--- config.mk ---
export PLATFORM = sky130hd
export DESIGN_NAME = stack_ctrl
export DESIGN_NICKNAME = d
export VERILOG_FILES = /design/src/rtl/stack_ctrl.sv
export SDC_FILE = /design/constraint.sdc
export NUM_CORES = 1
export LEC_CHECK = 0
export BUFFER_PORTS_ARGS = -buffer_cell sky130_fd_sc_hd__buf_2
export CORE_MARGIN = 1
export CORE_UTILIZATION = 40
export DETAILED_ROUTE_END_ITERATION = 7
export GPL_ROUTABILITY_DRIVEN = 0
export PLACE_DENSITY = 0.76
export SLEW_MARGIN = 20
export SYNTH_ARGS = -nofsm -noshare
export SYNTH_HDL_FRONTEND = slang
export SYNTH_SLANG_ARGS = --single-unit
--- constraint.sdc ---
create_clock -name clk -period 2.9 [get_ports clk]
set_clock_uncertainty 0.15 [all_clocks]
set_input_delay 0.145 -clock clk [delete_from_list [all_inputs] [get_ports clk]]
set_output_delay 0.145 -clock clk [all_outputs]
set_load 0.01 [all_outputs]
--- src/rtl/stack_ctrl.sv ---
// LIFO stack controller sitting in front of a single-port synchronous RAM.
// Commands complete with a one-cycle rsp_valid pulse and carry an error bit.

module stack_ctrl #(
    parameter int DEPTH = 16,
    parameter int WIDTH = 16,
    localparam int AW   = $clog2(DEPTH),
    localparam int CW   = AW + 1
) (
    input  logic             clk,
    input  logic             rst,

    input  logic             cmd_valid_i,
    output logic             cmd_ready_o,
    input  logic [1:0]       cmd_op_i,
    input  logic [WIDTH-1:0] cmd_data_i,

    output logic             rsp_valid_o,
    output logic             rsp_err_o,
    output logic [WIDTH-1:0] rsp_data_o,

    output logic [CW-1:0]    count_o,
    output logic             full_o,
    output logic             empty_o,
    output logic             err_ovf_o,
    output logic             err_unf_o,
    input  logic             clr_err_i,

    output logic [AW-1:0]    mem_addr_o,
    output logic             mem_we_o,
    output logic [WIDTH-1:0] mem_wdata_o,
    input  logic [WIDTH-1:0] mem_rdata_i
);

    // state   | meaning
    // IDLE    | ready for a command
    // WRITE   | PUSH: RAM write strobe asserted
    // READ    | POP/PEEK: read address presented to RAM
    // CAPTURE | POP/PEEK: RAM data captured into rsp_data
    // RESP    | one-cycle completion pulse
    typedef enum logic [2:0] {
        S_IDLE,
        S_WRITE,
        S_READ,
        S_CAPTURE,
        S_RESP
    } state_t;

    localparam logic [1:0] OP_PUSH  = 2'b00;
    localparam logic [1:0] OP_POP   = 2'b01;
    localparam logic [1:0] OP_PEEK  = 2'b10;

    generate
        if (DEPTH < 2 || DEPTH > 1024 || (DEPTH & (DEPTH - 1)) != 0) begin : g_bad_depth
            $error("stack_ctrl: DEPTH must be a power of two in 2..1024");
        end
    endgenerate

    state_t           state_q;
    logic [1:0]       op_q;
    logic [CW-1:0]    count_q;
    logic             cmd_ready_q;
    logic             rsp_valid_q;
    logic             rsp_err_q;
    logic [WIDTH-1:0] rsp_data_q;
    logic             err_ovf_q;
    logic             err_unf_q;
    logic [AW-1:0]    mem_addr_q;
    logic             mem_we_q;
    logic [WIDTH-1:0] mem_wdata_q;

    logic full;
    logic empty;

    assign full  = (count_q == CW'(DEPTH));
    assign empty = (count_q == '0);

    always_ff @(posedge clk or posedge rst) begin
        if (rst) begin
            state_q     <= S_IDLE;
            op_q        <= OP_PUSH;
            count_q     <= '0;
            cmd_ready_q <= 1'b0;
            rsp_valid_q <= 1'b0;
            rsp_err_q   <= 1'b0;
            rsp_data_q  <= '0;
            err_ovf_q   <= 1'b0;
            err_unf_q   <= 1'b0;
            mem_addr_q  <= '0;
            mem_we_q    <= 1'b0;
            mem_wdata_q <= '0;
        end else begin
            rsp_valid_q <= 1'b0;

            // Clear first so that an error raised on this same edge wins.
            if (clr_err_i) begin
                err_ovf_q <= 1'b0;
                err_unf_q <= 1'b0;
            end

            case (state_q)
                S_IDLE: begin
                    cmd_ready_q <= 1'b1;
                    if (cmd_valid_i && cmd_ready_q) begin
                        op_q        <= cmd_op_i;
                        cmd_ready_q <= 1'b0;
                        case (cmd_op_i)
                            OP_PUSH: begin
                                if (full) begin
                                    err_ovf_q   <= 1'b1;
                                    rsp_err_q   <= 1'b1;
                                    rsp_valid_q <= 1'b1;
                                    state_q     <= S_RESP;
                                end else begin
                                    mem_we_q    <= 1'b1;
                                    mem_addr_q  <= count_q[AW-1:0];
                                    mem_wdata_q <= cmd_data_i;
                                    state_q     <= S_WRITE;
                                end
                            end
                            OP_POP, OP_PEEK: begin
                                if (empty) begin
                                    err_unf_q   <= 1'b1;
                                    rsp_err_q   <= 1'b1;
                                    rsp_valid_q <= 1'b1;
                                    state_q     <= S_RESP;
                                end else begin
                                    mem_addr_q <= AW'(count_q - CW'(1));
                                    state_q    <= S_READ;
                                end
                            end
                            default: begin
                                count_q     <= '0;
                                rsp_err_q   <= 1'b0;
                                rsp_valid_q <= 1'b1;
                                state_q     <= S_RESP;
                            end
                        endcase
                    end
                end

                S_WRITE: begin
                    mem_we_q    <= 1'b0;
                    mem_addr_q  <= '0;
                    mem_wdata_q <= '0;
                    count_q     <= count_q + CW'(1);
                    rsp_err_q   <= 1'b0;
                    rsp_valid_q <= 1'b1;
                    state_q     <= S_RESP;
                end

                S_READ: begin
                    mem_addr_q <= '0;
                    state_q    <= S_CAPTURE;
                end

                S_CAPTURE: begin
                    rsp_data_q <= mem_rdata_i;
                    if (op_q == OP_POP) begin
                        count_q <= count_q - CW'(1);
                    end
                    rsp_err_q   <= 1'b0;
                    rsp_valid_q <= 1'b1;
                    state_q     <= S_RESP;
                end

                S_RESP: begin
                    cmd_ready_q <= 1'b1;
                    state_q     <= S_IDLE;
                end

                default: begin
                    state_q <= S_IDLE;
                end
            endcase
        end
    end

    assign cmd_ready_o = cmd_ready_q;
    assign rsp_valid_o = rsp_valid_q;
    assign rsp_err_o   = rsp_err_q;
    assign rsp_data_o  = rsp_data_q;
    assign count_o     = count_q;
    assign full_o      = full;
    assign empty_o     = empty;
    assign err_ovf_o   = err_ovf_q;
    assign err_unf_o   = err_unf_q;
    assign mem_addr_o  = mem_addr_q;
    assign mem_we_o    = mem_we_q;
    assign mem_wdata_o = mem_wdata_q;

endmodule

==> out/results.ini <==
[status]
outcome = finished clean

[yosys]
synthMostInstantiatedCell = dfrtp_1
synthTopCellsByCount = 52 x dfrtp_1, 26 x inv_1, 22 x nand2_1
synth_area_sq_um = 2510
ys_warn_count = 0
yosysSeqAreaShare_pct = 51.9
yosysTopAreaCellShare_pct = 51.9
ys_top_cells_by_area = dfrtp_1 52%, mux2_2 8.1%, mux2i_1 7.6%
ys_async_sr_fraction_pct = 100
yosys.cell_types.count = 47
syn-num-nets = 269
syn_inst = 227
synth_edf_count = 0
avgSynthCellArea_sq_um = 11.0
yosysTopAreaCell = dfrtp_1
ys.flop_type = dfrtp_1
synth_seq_cells = 52

[cells_and_area]
fill_cells = 493
seq_area_sq_um = 1300
drive_gt1_share_pct = 35.4
multi_input_comb_area_sq_um = 1020
nNetsFinal = 386
fin_util_pct = 57.4
n_antenna_cell = 0
syn_to_final_growth_pct = 37.3

[setup_path]
worstPathRequired_ns = 2.61
path_class = reg -> out
crit_family = simple AND/OR/NAND/NOR gates
cp.arrival_ns = 1.96
critical_path.cell_chain = inv_1 -> ha_1 -> or3b_2 -> nor2_2 -> buf_2
endpoint_kind = output port
path_max_fanout = 7
slowest_delay_ns = 0.55
slowest_stage = or3b_2
critPathBufInv = 2
critPathLaunchType = register

[timing]
fin_crit_ns = 2.26
finalCritPeriodShare_pct = 77.9
setup-tns-final_ns = 0
finalHoldViolCount = 0
layout_setup_ws_ns = 0.640
fmax_mhz = 442
rsz0062_at_grt = no
drv_slew = 0
setup_viol_count_final = 0
relSlewSlack_pct = 41.6
worst_pin_slew_ns = 0.875

[clock_tree]
cts_buffers = 5
insertion_delay_ns = 0.30
cts_tree = yes
htree_levels = 2
path_clk_slew_ns = 0.09
postCtsSetupBuffers = 0
cts_sinks = 52
cts_buffer_depth = 2
root_buffer = clkbuf_8

[routing]
finalWirelength_microns = 6100
drc = 0
wl_met1_microns = 2820
first_pass_iters = 4
wl_met3_microns = 341
viasPerCell = 4.94
vias = 2075
dr_wl_met2_microns = 2890
wl_per_cell_microns = 14.5
antenna_left = 0
highest_layer = met4
drt_first_iter_violations = 77

[power]
p_clk_share_pct = 15.5
p_sw_share_pct = 38.2
vdd_drop_max_v = 0.000465
comb_power_share_pct = 45.0
power.switching_w = 0.00127
power_frac_seq_pct = 39.5
power.density_nw_per_um2 = 966
p_total_w = 0.00332
cellLeakagePower_nw = 1.81
cellInternalPower_w = 0.00205

[placed_design]
hpwl_microns = 3850
io_buffers = 86
pre_cts_ws_ns = 0.698

[floorplan]
num_io_pins = 87
fp.dieW_microns = 81.2
row_count = 28
dieHeight_microns = 81.2
initial_core_util_pct = 41.8
dieArea_sq_um = 6590
design.core.area_sq_um = 5990

[global_route]
grt_pass1_wl_microns = 9560
globalRouteOverflowTotal = 0
grt_usage_pct = 19.1
antenna_found_initial = 0
grt_max_degree = 53
grt_pass1_vias = 2112

[flow_run]
maxCapViolCount = 0

[hold_path]
hp-class = in -> reg

-- final timing paths --
kind	from	endpoint	slack [ns]	cells past startpoint
min in group asynchronous	rst	rsp_data_o[4]	0.39	3
max reg2reg	state_q[1]	mem_wdata_o[1]	0.65	5
max in group asynchronous	rst	rsp_valid_o	1.69	3
max	count_o[0]	empty_o	0.64	5
min	cmd_valid_i	rsp_valid_o	0.29	4
min reg2reg	mem_we_o	mem_we_o	0.34	1
-- repair_timing --
action,in CTS,in global routing
endpoints found under the hold margin,52,0
resized for setup,0,0
hold buffers,36,0
-- metal layers --
| layer | vias to the layer above | GRT usage, % |
|---|---|---|
| li1 | 1004 | - |
| met1 | 997 | 22.8 |
| met2 | 69 | 34.5 |
| met3 | 5 | 4.49 |
| met4 | 0 | 4.29 |
| met5 | - | 0 |
-- power groups by stage --
stage,sequential [W],clock (W),combinational (W)
2_1_floorplan,0.00138,0,0.000905
3_5_place_dp,0.00131,0,0.00145
5_1_grt,0.00136,0.000562,0.00165
3_3_place_gp,0.00130,0,0.00141
6_report,0.00131,0.000515,0.00149
4_1_cts,0.00130,0.000532,0.00149
-- layout make-up --
class / count / share of cell area, %
clock buffers: 6 / 2.40
flip-flops and latches: 52 / 37.8
well taps: 75 / 2.73
multi-input cells: 135 / 29.6
clock inverters: 2 / 1.13
inverters: 26 / 2.87
repair buffers: 124 / 23.4
-- worst register-to-register path, stage by stage (launching register included) --
cell and delay (ns):
dfrtp_1 0.56, nor3_1 0.52, o21ai_0 0.18, a21bo_1 0.21, buf_4 0.28, mux2i_1 0.27
-- stage by stage --
stage                     instance area, sq um  hold slack, ns  cells
after CTS                                 3440           0.275    420
after global placement                    2960           0.185    376
after detailed placement                  2960           0.206    376
after floorplan                           2510          0.0914    227
after global routing                      3440           0.335    420
final                                     3440           0.288    420
-- logic make-up (layout without fill, tap and decap cells) --
family / Yosys count / count (layout) / synth area share [%]
AOI/OAI and AO/OA: 37 / 37 / 10.7
xor gates and xnor gates: 4 / 4 / 1.40
adders and majority gates: 4 / 4 / 2.00
buffers and inverters: 40 / 158 / 7.39
DFF: 52 / 52 / 51.9
muxes: 37 / 37 / 15.7
and+or+nand+nor: 53 / 53 / 10.9
-- registers in the layout (all words and copies together) (netlist names), 2 cells and up --
name	count
op_q	2
count_o	5
mem_wdata_o	16
state_q	3
rsp_data_o	16
mem_addr_o	4
-- cells in the final DEF (no fill, tap or decap), types with 3 or more instances in the layout --
cell           netlist  routed
xnor2_1              3       3
a22o_1               5       5
buf_2                5      86
o21ai_0              5       5
a31oi_1              3       3
a21oi_1              6       6
inv_1               26      25
nand2_1             22      22
nor3_1               5       5
dlygate4sd3_1        0      36
clkbuf_8             0       6
dfrtp_1             52      52
mux2i_1             19      19
nand2b_1             3       3
ha_1                 4       4
nor2_1               7       7
mux2_2              18      18
Power figures use the tool's default switching activity.
